**src/rtl/round_hu.sv**
```systemverilog
// Registered round-half-up for signed fixed-point data: adds one half-LSB of the
// integer part, clears the fractional bits, and clamps positive overflow.
module round_hu #(
  parameter int WIDTH = 16,
  parameter int FRAC  = 3
) (
  input  logic             clk,
  input  logic             rst_n,
  input  logic             in_valid,
  input  logic [WIDTH-1:0] a,
  output logic             out_valid,
  output logic [WIDTH-1:0] round_a,
  output logic             sat
);

  localparam logic [WIDTH:0]   HALF     = {{WIDTH{1'b0}}, 1'b1} << (FRAC - 1);
  localparam logic [WIDTH-1:0] INT_MASK = {WIDTH{1'b1}} << FRAC;
  localparam logic [WIDTH-1:0] MAX_INT  = INT_MASK & {1'b0, {(WIDTH-1){1'b1}}};

  logic [WIDTH:0]   sum;
  logic             overflow;
  logic [WIDTH-1:0] rounded;

  always_comb begin
    sum = {a[WIDTH-1], a} + HALF;
    // Adding a positive constant can only overflow upward, which shows up as the
    // extended sign disagreeing with the WIDTH-bit sign.
    overflow = sum[WIDTH] ^ sum[WIDTH-1];
    rounded  = overflow ? MAX_INT : (sum[WIDTH-1:0] & INT_MASK);
  end

  // NOTE: registered state uses non-blocking assignments so every flop samples
  // pre-edge values regardless of statement order.
  always_ff @(posedge clk) begin
    if (!rst_n) begin
      out_valid <= 1'b0;
      round_a   <= '0;
      sat       <= 1'b0;
    end else begin
      out_valid <= in_valid;
      if (in_valid) begin
        round_a <= rounded;
        sat     <= overflow;
      end
    end
  end

endmodule

```
**config.mk**
```make
export PLATFORM = sky130hd
export DESIGN_NAME = round_hu
export DESIGN_NICKNAME = d
export VERILOG_FILES = /design/src/rtl/round_hu.sv
export SDC_FILE = /design/constraint.sdc
export NUM_CORES = 1
export LEC_CHECK = 0
export CORE_AREA = 2 2 49 46
export DETAILED_ROUTE_END_ITERATION = 8
export DIE_AREA = 0 0 51 48
export DONT_BUFFER_PORTS = 1
export HOLD_SLACK_MARGIN = 0.02
export PLACE_DENSITY = 0.59
export SLEW_MARGIN = 20
export SYNTH_ARGS = -nofsm -noshare
export SYNTH_HDL_FRONTEND = slang
export SYNTH_SLANG_ARGS = --single-unit
```
**constraint.sdc**
```tcl
create_clock -name clk -period 7.9 [get_ports clk]
set_clock_uncertainty 0.1 [all_clocks]
set_input_delay 2.37 -clock clk [delete_from_list [all_inputs] [get_ports clk]]
set_output_delay 2.37 -clock clk [all_outputs]
set_load 0.1 [all_outputs]
```
Word level (Yosys, flattened, before mapping)
Index checks and enable logic that the tools add are counted.
{"block": "op_classes", "n_addsub": 1, "multipliers": 0, "div_mod_pow": 0, "magnitude_cmp": 0, "n_eq_ne": 0, "shifts": 0, "mux": 1, "n_bitwise": 1, "n_reduce_logical": 0}
{"op": "adder 16 x 4 -> 17 bit (second input constant)", "count": 1}
{"op": "two-way mux 16 bit", "count": 1}
{"op": "XOR 1 bit", "count": 1}
{"block": "word_totals", "regBits": 18, "latchBits": 0, "ram_bits": 0, "rom_bits": 0, "inputBits": 19, "out_inout_bits": 18, "wordCells": 6, "mem_count": 0}

Longest topological paths before layout
Gate-level depths: netlist (run 1).
{"block": "depth", "ltp_word": 3, "ltp_mapped": 8, "ltp_nobuf": 6}

Worst setup path before layout (run 1)
Ideal clock, no wire load.
{"block": "synth_path", "kind": "in2reg", "start": "input a[2]", "end": "register round_a[10]", "setup_time_ns": 0.137, "t_arrival_ns": 3.903, "required_time_ns": 7.663, "slack_ns": 3.760, "stages": 7, "path_buffers": 1, "cell_sequence": "ha_1 > nand3_2 > o41a_2 > ha_1 > nor2b_1 > clkbuf_1 > a31oi_1"}
{"block": "synth_via", "elab_chain_len": 3}
{"element": "start, declared", "line_no": "10", "text": "input logic [WIDTH-1:0] a,"}
{"element": "adder 16 x 4 -> 17 bit", "line_no": "25", "text": "sum = {a[WIDTH-1], a} + HALF;"}
{"element": "XOR 1 bit", "line_no": "28", "text": "overflow = sum[WIDTH] ^ sum[WIDTH-1];"}
{"element": "via overflow", "line_no": "21", "text": "logic overflow;"}
{"element": "two-way mux 16 bit", "line_no": "29", "text": "rounded = overflow ? MAX_INT : (sum[WIDTH-1:0] & INT_MASK);"}
{"element": "end signal, assigned", "line_no": "42", "text": "round_a <= rounded;"}
{"element": "end, declared", "line_no": "12", "text": "output logic [WIDTH-1:0] round_a,"}
The timed path passes the listed nets, and every way through them passes these cells.
A chain may end at the register's enable or synchronous reset.

Worst setup path in the final report (run 1)
{"block": "layout_path", "start": "input a[7]", "end": "register round_a[12]"}
The elaborated chain is that of the path after synthesis.

==> results.py, run 1 <==
metrics = {
    "setup_path": {
        "crit_slowest_cell": "sky130_fd_sc_hd__nor2b_1",
        "number_of_buffer_and_inverter_stages_on_the_critical_path": 0,
        "cp_cell_instances": "nand4_2, o41a_2, ha_1, nor2b_1, a31oi_1",
        "setup.worst_path.class": "input pin to flip-flop",
        "setup.reg_to_reg.worst_slack_ns": 6.41,
        "worst_setup_path_end_kind": "flip-flop",
        "worst_setup_path_start_kind": "input pin",
        "critical_path_arrival_ns": 4.29,
        "critPathTopFamily": "simple AND/OR/NAND/NOR gates",
        "path_max_fanout": 12,
        "largest_incremental_delay_on_the_critical_path_ns": 0.67,
        "worstPathRequired_ns": 7.95,
    },
    "global_route": {
        "track_usage": 0.141,
        "grt_pass1_wl_um": 2420,
        "via_count_of_the_first_global_routing_pass": 528,
        "gr-total-overflow": 0,
        "antenna_found_initial": 0,
        "grt_start_max_net_pins": 17,
    },
    "floorplan": {
        "num_rows": 15,
        "start_util": 0.422,
        "fp.coreArea_sq_um": 1900,
        "die_width_um": 51,
        "dieHeight_um": 48,
        "design.die.area_sq_um": 2450,
        "ioPinCount": 37,
    },
    "clock_network": {
        "cts-hold-fix-buffers": 0,
        "clock_sinks": 15,
        "clk_pin_slew_ns": 0.09,
        "post_cts.repair.setup_buffers": 0,
        "tritoncts": "done",
        "cts_inserted_buffers": 3,
        "cts_max_level": 1,
        "clock_tree.buffer_depth": 2,
        "clk_root_buffer_cell": "sky130_fd_sc_hd__clkbuf_4",
        "clock_latency_ns": 0.30,
        "post_cts.resized_instances": 0,
    },
    "finish": {
        "layout-drive-gt1-share": 0.124,
        "mostFrequentLayoutCells": "16 x sky130_fd_sc_hd__o21ai_0, 15 x sky130_fd_sc_hd__dfxtp_1, 8 x sky130_fd_sc_hd__a31oi_1",
        "design.final.nets": 111,
        "post_layout_nonfiller_instances": 114,
        "final_common_cell": "sky130_fd_sc_hd__o21ai_0",
        "finish.utilization": 0.432,
        "synthToLayoutAreaGrowth_pct": 2.19,
        "antenna_cells": 0,
        "layout.cell_area.non_filler_sq_um": 818,
    },
    "detailed_routing": {
        "ant_nets": 0,
        "via_per_inst": 5.59,
        "route.top_layer_used": "met4",
        "dr_total_vias": 637,
        "m1WireLength_um": 726,
        "finalWirelength_um": 1680,
        "drc": 0,
        "route.met3.wl_um": 117,
        "routedWlPerCell_um": 14.7,
        "met2_length_um": 784,
        "detailedRoute.firstPassIterationCount": 4,
        "detail_route.iter0.violations": 12,
    },
    "pwr": {
        "cellPowerDensity_nw_per_um2": 239,
        "report.power.total_mw": 0.195,
        "power.leakage_nw": 0.292,
        "ir_worst_vdd_mv": 0.0885,
    },
    "placement": {
        "dp_cells": 110,
        "post-dp-hpwl_um": 1180,
        "preCtsSetupSlack_ns": 3.34,
        "port-buffer-count": 0,
        "detailed_place.area_sq_um": 791,
        "gp_congestion": 0.761,
    },
    "run_status": {
        "outcome": "completed",
    },
    "sta": {
        "relSlewSlack": 0.342,
        "finalWorstSetupSlack_ns": 3.66,
        "grt_setup_unrepaired": "false",
        "finalSetupViolations": 0,
        "clock_period_minus_final_worst_setup_slack_ns": 4.24,
        "hold-worst-slack_ns": 0.919,
        "report.final.hold_viol_count": 0,
        "final_tns_setup_ns": 0,
        "report.final.slew_viol_count": 0,
        "layout_worst_path_cycle_share": 0.537,
        "timing_worst_slew_pin_value_ns": 0.986,
        "max_clock_freq_mhz": 236,
    },
    "run": {
        "drv_cap": 0,
    },
    "synth": {
        "post-synth-top-area-cell": "sky130_fd_sc_hd__dfxtp_1",
        "fraction_of_registers_with_async_set_reset": 0,
        "ys.flop_type": "sky130_fd_sc_hd__dfxtp_1",
        "yosys.area.top_type_share": 0.375,
        "ys_seq_elements": 15,
        "syn-mean-instance-area_sq_um": 8.80,
        "post_synth_inst_count": 91,
        "synth_edf_count": 0,
        "ys.warnings.count": 0,
        "netlist-cell-type-count": 28,
        "synth_area_sq_um": 801,
        "synth_seq_area_share": 0.375,
        "synth.area.top_cells": "sky130_fd_sc_hd__dfxtp_1 38%, sky130_fd_sc_hd__o21ai_0 10%, sky130_fd_sc_hd__a31oi_1 6.3%",
    },
    "hold_path": {
        "hp-class": "flip-flop to flip-flop",
    },
}
## metal layers
| metal | vias to the layer above | track usage |
|---|---|---|
| met5 | - | 0 |
| met4 | 0 | 0.114 |
| met3 | 5 | 0.0438 |
| met2 | 21 | 0.231 |
| met1 | 278 | 0.156 |
| li1 | 333 | - |
## cell type report
cell class,count,area [sq um]
clock buffer,3,22.5
clock inverter,1,5.00
fill,196,1080
inverter,4,15.0
multi-input combinational,66,444
sequential,15,300
tap,25,31.3
## state kept, by name, summed over array words and instances, names as in the netlist
register	cells
out_valid	1
round_a	13
sat	1
## report_power, final
part           internal, mW  switching [mW]
logic               0.00703          0.0139
clock network        0.0189          0.0276
registers            0.0815          0.0465
## cell families after synthesis
| logic type | Yosys count | share of synthesized area |
|---|---|---|
| xor gates and xnor gates | 3 | 0.0328 |
| other | 1 | 0.00468 |
| adders and majority gates | 2 | 0.0312 |
| buffers and inverters | 12 | 0.0797 |
| DFF | 15 | 0.375 |
| AOI/OAI and AO/OA | 34 | 0.252 |
| and+or+nand+nor | 22 | 0.200 |
| muxes | 2 | 0.0250 |
## tightest hold or removal path, stage by stage, from the launching register on
cell and delay [ns]:
sky130_fd_sc_hd__dfxtp_1 0.65, sky130_fd_sc_hd__mux2i_1 0.28, sky130_fd_sc_hd__nor2b_1 0.06
## cells in the mapped netlist (all sizes together), types with 4 or more instances
cell / number
a21oi: 4
inv: 4
or3: 4
o21ai: 16
o31ai: 4
clkbuf: 4
buf: 4
a31oi: 8
or4: 4
dfxtp: 15
## final timing paths
check / startpoint / end / cells past startpoint
worst max register to register: round_a[7]$_SDFFE_PN0P_ / round_a[7]$_SDFFE_PN0P_ / 2
worst min register to register: round_a[15]$_SDFFE_PN0P_ / round_a[15]$_SDFFE_PN0P_ / 2
worst min-delay path: round_a[15]$_SDFFE_PN0P_ / round_a[15]$_SDFFE_PN0P_ / 2
worst max-delay path: a[7] / round_a[12]$_SDFFE_PN0P_ / 5
(Power assumes the default switching activity.)
==> run 2: changes to the inputs <==
--- a/config.mk
+++ b/config.mk
@@ -10,7 +10,7 @@
 export DIE_AREA = 0 0 51 48
 export DONT_BUFFER_PORTS = 1
 export HOLD_SLACK_MARGIN = 0.02
-export PLACE_DENSITY = 0.59
+export PLACE_DENSITY = 0.61
 export SLEW_MARGIN = 20
 export SYNTH_ARGS = -nofsm -noshare
 export SYNTH_HDL_FRONTEND = slang
==> constraint.sdc (replaced) <==
create_clock -name clk -period 3.84 [get_ports clk]
set_clock_uncertainty 0.1 [all_clocks]
set_input_delay 1.152 -clock clk [delete_from_list [all_inputs] [get_ports clk]]
set_output_delay 1.152 -clock clk [all_outputs]
set_load 0.1 [all_outputs]
==> run 2 against run 1 <==
- largest power group unchanged
- power grew 100%
- highest routed layer is now met3
- global-route usage rose by 0.52 points
- cell count increased by 0.88%
- clock-buffer cell count up 1
- utilization is 0.33 points higher
- clock power up 92%
- first-iteration DRC count shrank 8.3%
- routed wire length rose by 6.0%
- non-clock buffer count grew 1
- final area increased by 0.76%
==> results.py, run 2 (synthesis gave the netlist of run 1 again) <==
metrics = {
    "run_status": {
        "outcome": "completed",
    },
    "clock_network": {
        "post_cts.repair.setup_buffers": 0,
        "cts_inserted_buffers": 3,
        "post_cts.resized_instances": 0,
        "clock_latency_ns": 0.28,
        "clock_sinks": 15,
        "clk_pin_slew_ns": 0.09,
        "tritoncts": "done",
        "clk_root_buffer_cell": "sky130_fd_sc_hd__clkbuf_4",
        "cts-hold-fix-buffers": 0,
        "cts_max_level": 1,
        "clock_tree.buffer_depth": 2,
    },
    "setup_path": {
        "path_max_fanout": 12,
        "critical_path_arrival_ns": 2.67,
        "worst_setup_path_start_kind": "input pin",
        "crit_slowest_cell": "sky130_fd_sc_hd__o41a_2",
        "number_of_buffer_and_inverter_stages_on_the_critical_path": 1,
        "worst_setup_path_end_kind": "flip-flop",
        "worstPathRequired_ns": 3.91,
        "setup.worst_path.class": "input pin to flip-flop",
        "largest_incremental_delay_on_the_critical_path_ns": 0.56,
        "critPathTopFamily": "compound AO/OA/AOI/OAI gates",
        "cp_cell_instances": "nand4_2, o41a_2, ha_1, nor2b_1, buf_4, a31oi_1",
    },
    "sta": {
        "final_tns_setup_ns": 0,
        "max_clock_freq_mhz": 385,
        "relSlewSlack": 0.342,
        "grt_setup_unrepaired": "false",
        "report.final.slew_viol_count": 0,
        "layout_worst_path_cycle_share": 0.676,
        "report.final.hold_viol_count": 0,
        "clock_period_minus_final_worst_setup_slack_ns": 2.60,
        "timing_worst_slew_pin_value_ns": 0.985,
        "finalSetupViolations": 0,
    },
    "floorplan": {
        "die_width_um": 51,
        "dieHeight_um": 48,
        "design.die.area_sq_um": 2450,
        "fp.coreArea_sq_um": 1900,
        "num_rows": 15,
        "start_util": 0.422,
        "ioPinCount": 37,
    },
    "global_route": {
        "gr-total-overflow": 0,
        "track_usage": 0.146,
        "via_count_of_the_first_global_routing_pass": 603,
        "grt_start_max_net_pins": 17,
        "grt_pass1_wl_um": 2540,
        "antenna_found_initial": 0,
    },
    "detailed_routing": {
        "dr_total_vias": 669,
        "detail_route.iter0.violations": 11,
        "ant_nets": 0,
        "finalWirelength_um": 1780,
        "routedWlPerCell_um": 15.4,
        "drc": 0,
        "via_per_inst": 5.82,
        "detailedRoute.firstPassIterationCount": 4,
    },
    "pwr": {
        "p_int_mw": 0.223,
        "ir_worst_vdd_mv": 0.237,
        "power.leakage_nw": 0.294,
        "seqPwrFrac": 0.663,
        "switching_share": 0.438,
        "net-switching-power_mw": 0.174,
        "pwr-share-comb": 0.112,
        "cellPowerDensity_nw_per_um2": 482,
        "clock_share_of_power": 0.225,
    },
    "finish": {
        "multi_input_area_sq_um": 444,
        "top_regs": "round_a (13), out_valid (1), sat (1)",
        "post_layout_nonfiller_instances": 115,
        "synthToLayoutAreaGrowth_pct": 2.97,
        "largest_register_ff_count": 13,
        "design.final.nets": 112,
        "layout-drive-gt1-share": 0.122,
        "mostFrequentLayoutCells": "16 x sky130_fd_sc_hd__o21ai_0, 15 x sky130_fd_sc_hd__dfxtp_1, 8 x sky130_fd_sc_hd__a31oi_1",
        "top_register": "round_a",
        "final_common_cell": "sky130_fd_sc_hd__o21ai_0",
        "fillers": 195,
        "layout.area.seq_sq_um": 300,
        "antenna_cells": 0,
    },
    "placement": {
        "gp_congestion": 0.704,
        "port-buffer-count": 0,
        "dp_cells": 111,
        "post-dp-hpwl_um": 1240,
    },
    "run": {
        "drv_cap": 0,
    },
    "hold_path": {
        "hp-class": "input pin to flip-flop",
    },
}
[run 2: power by group through the flow]
stage	combinational, mW	clock, mW	sequential (mW)
3_3_place_gp	0.0437	0	0.267
2_1_floorplan	0.0445	0	0.265
5_1_grt	0.0494	0.100	0.265
6_report	0.0446	0.0895	0.263
3_5_place_dp	0.0444	0	0.267
4_1_cts	0.0446	0.0936	0.264
[run 2: cell type report]
class / count / area share
multi-input combinational: 66 / 0.539
tap: 25 / 0.0379
sequential: 15 / 0.364
timing repair buffer: 1 / 0.00910
clock buffer: 4 / 0.0319
inverter: 4 / 0.0182
[run 2: path summary, 6_finish.rpt]
kind	from	slack, ns	end	cells past startpoint
max	a[7]	1.24	round_a[11]$_SDFFE_PN0P_	6
min	in_valid	0.89	out_valid$_SDFF_PN0_	1
max reg2reg	round_a[8]$_SDFFE_PN0P_	2.33	round_a[8]$_SDFFE_PN0P_	2
min reg2reg	round_a[15]$_SDFFE_PN0P_	0.92	round_a[15]$_SDFFE_PN0P_	2
[run 2: through the flow]
step	hold WS [ns]	util	area (sq um)	setup slack, ns	total power [mW]
after CTS	0.880	0.435	825	1.25	0.402
final	0.889	0.435	825	1.24	0.397
after floorplan	0.881	-	808	0.918	0.309
after global routing	0.882	0.435	825	1.16	0.415
after detailed placement	0.908	0.421	798	0.948	0.312
after global placement	0.893	0.421	798	0.971	0.311
[run 2: per-layer routing]
layer,part of all wire,GRT usage,vias up
met2,0.45,0.255,27
li1,-,-,336
met3,0.093,0.0906,0
met5,0,0,-
met1,0.45,0.151,306
met4,0,0.0378,0
==> run 3: changes to the inputs <==
--- a/config.mk
+++ b/config.mk
@@ -10,7 +10,7 @@
 export DIE_AREA = 0 0 51 48
 export DONT_BUFFER_PORTS = 1
 export HOLD_SLACK_MARGIN = 0.02
-export PLACE_DENSITY = 0.61
+export PLACE_DENSITY = 0.59
 export SLEW_MARGIN = 20
 export SYNTH_ARGS = -nofsm -noshare
 export SYNTH_HDL_FRONTEND = slang
==> constraint.sdc (replaced) <==
create_clock -name clk -period 2.6 [get_ports clk]
set_clock_uncertainty 0.1 [all_clocks]
set_input_delay 0.78 -clock clk [delete_from_list [all_inputs] [get_ports clk]]
set_output_delay 0.78 -clock clk [all_outputs]
set_load 0.1 [all_outputs]
==> run 3 against run 2 <==
- routed wire length rose by 0.34%
- via count up 6.0%
- cell count is 16% higher
- critical path type unchanged
- critical endpoint unchanged
- largest power group unchanged
==> results.py, run 3 (synthesis gave the netlist of run 1 again) <==
metrics = {
    "global_route": {
        "antenna_found_initial": 0,
        "grt_start_max_net_pins": 17,
        "gr-total-overflow": 0,
        "via_count_of_the_first_global_routing_pass": 604,
        "track_usage": 0.152,
        "grt_pass1_wl_um": 2660,
    },
    "clock_network": {
        "cts_max_level": 1,
        "clock_tree.buffer_depth": 2,
        "cts_inserted_buffers": 3,
        "clk_pin_slew_ns": 0.09,
        "cts-hold-fix-buffers": 0,
        "clock_latency_ns": 0.28,
        "post_cts.repair.setup_buffers": 0,
        "tritoncts": "done",
        "post_cts.resized_instances": 0,
        "clock_sinks": 15,
        "clk_root_buffer_cell": "sky130_fd_sc_hd__clkbuf_4",
    },
    "floorplan": {
        "dieHeight_um": 48,
        "design.die.area_sq_um": 2450,
        "start_util": 0.422,
        "fp.coreArea_sq_um": 1900,
        "ioPinCount": 37,
        "num_rows": 15,
        "die_width_um": 51,
    },
    "detailed_routing": {
        "drc": 0,
        "via_per_inst": 5.33,
        "routedWlPerCell_um": 13.4,
        "dr_total_vias": 709,
        "finalWirelength_um": 1780,
        "detailedRoute.firstPassIterationCount": 2,
        "detail_route.iter0.violations": 2,
        "ant_nets": 0,
    },
    "placement": {
        "post-dp-hpwl_um": 1290,
        "gp_congestion": 0.778,
        "port-buffer-count": 0,
    },
    "setup_path": {
        "path_max_fanout": 10,
        "setup.worst_path.class": "input pin to flip-flop",
        "worst_setup_path_end_kind": "flip-flop",
        "worst_setup_path_start_kind": "input pin",
        "worstPathRequired_ns": 2.67,
        "critical_path_arrival_ns": 2.17,
        "critical_path.reg2reg.startpoint": "round_a[10]$_SDFFE_PN0P_",
        "timing.critical_path.from": "a[2]",
    },
    "sta": {
        "hold-worst-slack_ns": 0.421,
        "max_clock_freq_mhz": 476,
        "report.final.hold_viol_count": 0,
        "finalSetupViolations": 0,
        "layout_worst_path_cycle_share": 0.808,
        "final_tns_setup_ns": 0,
        "report.final.slew_viol_count": 0,
        "grt_setup_unrepaired": "false",
        "clock_period_minus_final_worst_setup_slack_ns": 2.10,
    },
    "finish": {
        "synthToLayoutAreaGrowth_pct": 20.0,
        "antenna_cells": 0,
        "final_common_cell": "sky130_fd_sc_hd__buf_4",
        "design.final.nets": 130,
        "multi_input_area_sq_um": 444,
        "mostFrequentLayoutCells": "19 x sky130_fd_sc_hd__buf_4, 16 x sky130_fd_sc_hd__o21ai_0, 15 x sky130_fd_sc_hd__dfxtp_1, 8 x sky130_fd_sc_hd__a31oi_1",
        "layout-drive-gt1-share": 0.278,
        "layout.area.seq_sq_um": 300,
        "largest_register_ff_count": 13,
        "top_register": "round_a",
        "top_regs": "round_a (13), out_valid (1), sat (1)",
        "fillers": 189,
    },
    "pwr": {
        "cellPowerDensity_nw_per_um2": 643,
        "power.leakage_nw": 0.387,
        "ir_worst_vdd_mv": 0.274,
    },
    "run": {
        "drv_cap": 0,
    },
    "hold_path": {
        "hold_start": "round_a[15]$_SDFFE_PN0P_",
        "hp-class": "flip-flop to flip-flop",
    },
    "run_status": {
        "outcome": "completed",
    },
}
-- run 3: cell types whose count changed in the layout (fill, tap and decap cells not counted), sizes merged --
cell	before	now
buf	1	19
clkinv	0	1
clkbuf	4	3
-- run 3: worst paths after layout --
check / cells past startpoint / endpoint / slack (ns)
setup / recovery: 7 / round_a[11]$_SDFFE_PN0P_ / 0.50
hold / removal: 2 / round_a[15]$_SDFFE_PN0P_ / 0.42
setup reg to reg: 3 / round_a[10]$_SDFFE_PN0P_ / 1.56
hold reg to reg: 2 / round_a[15]$_SDFFE_PN0P_ / 0.42
-- run 3: layout make-up --
cell class / count / area share
Timing Repair Buffer: 19 / 0.148
Clock inverter: 1 / 0.00521
Inverter: 4 / 0.0156
Clock buffer: 3 / 0.0234
Sequential cell: 15 / 0.312
Multi-Input combinational cell: 66 / 0.462
Tap cell: 25 / 0.0326
-- run 3: metal layers --
metal | wire length [um] | global-route usage | up-vias
met5 | 0 | 0 | -
met4 | 19 | 0.0973 | 0
met3 | 119 | 0.0375 | 2
met2 | 831 | 0.257 | 18
met1 | 812 | 0.177 | 317
li1 | - | - | 372
-- run 3: per-stage QoR --
stage / utilization / worst slack [ns] / power, mW / instance area, sq um / instances
5_1_grt: 0.507 / 0.381 / 0.641 / 961 / 133
3_5_place_dp: 0.492 / 0.188 / 0.489 / 933 / 129
2_1_floorplan: - / 0.0500 / 0.457 / 808 / 93
6_report: 0.507 / 0.499 / 0.617 / 961 / 133
3_3_place_gp: 0.492 / 0.217 / 0.488 / 933 / 129
4_1_cts: 0.507 / 0.498 / 0.624 / 961 / 133
-- run 3: power by group --
part | internal [mW] | switching [mW] | leakage (nW)
combinational | 0.0473 | 0.181 | 0.245
sequential | 0.248 | 0.00662 | 0.125
clock | 0.0571 | 0.0772 | 0.0177
total | 0.352 | 0.265 | 0.387
-- run 3: worst max-delay path, stage by stage --
cell,delay (ns)
sky130_fd_sc_hd__nand4_4,0.16
sky130_fd_sc_hd__nor4_1,0.36
sky130_fd_sc_hd__xor2_1,0.18
sky130_fd_sc_hd__ha_1,0.26
sky130_fd_sc_hd__nor2b_1,0.16
sky130_fd_sc_hd__buf_4,0.19
sky130_fd_sc_hd__a31oi_1,0.08
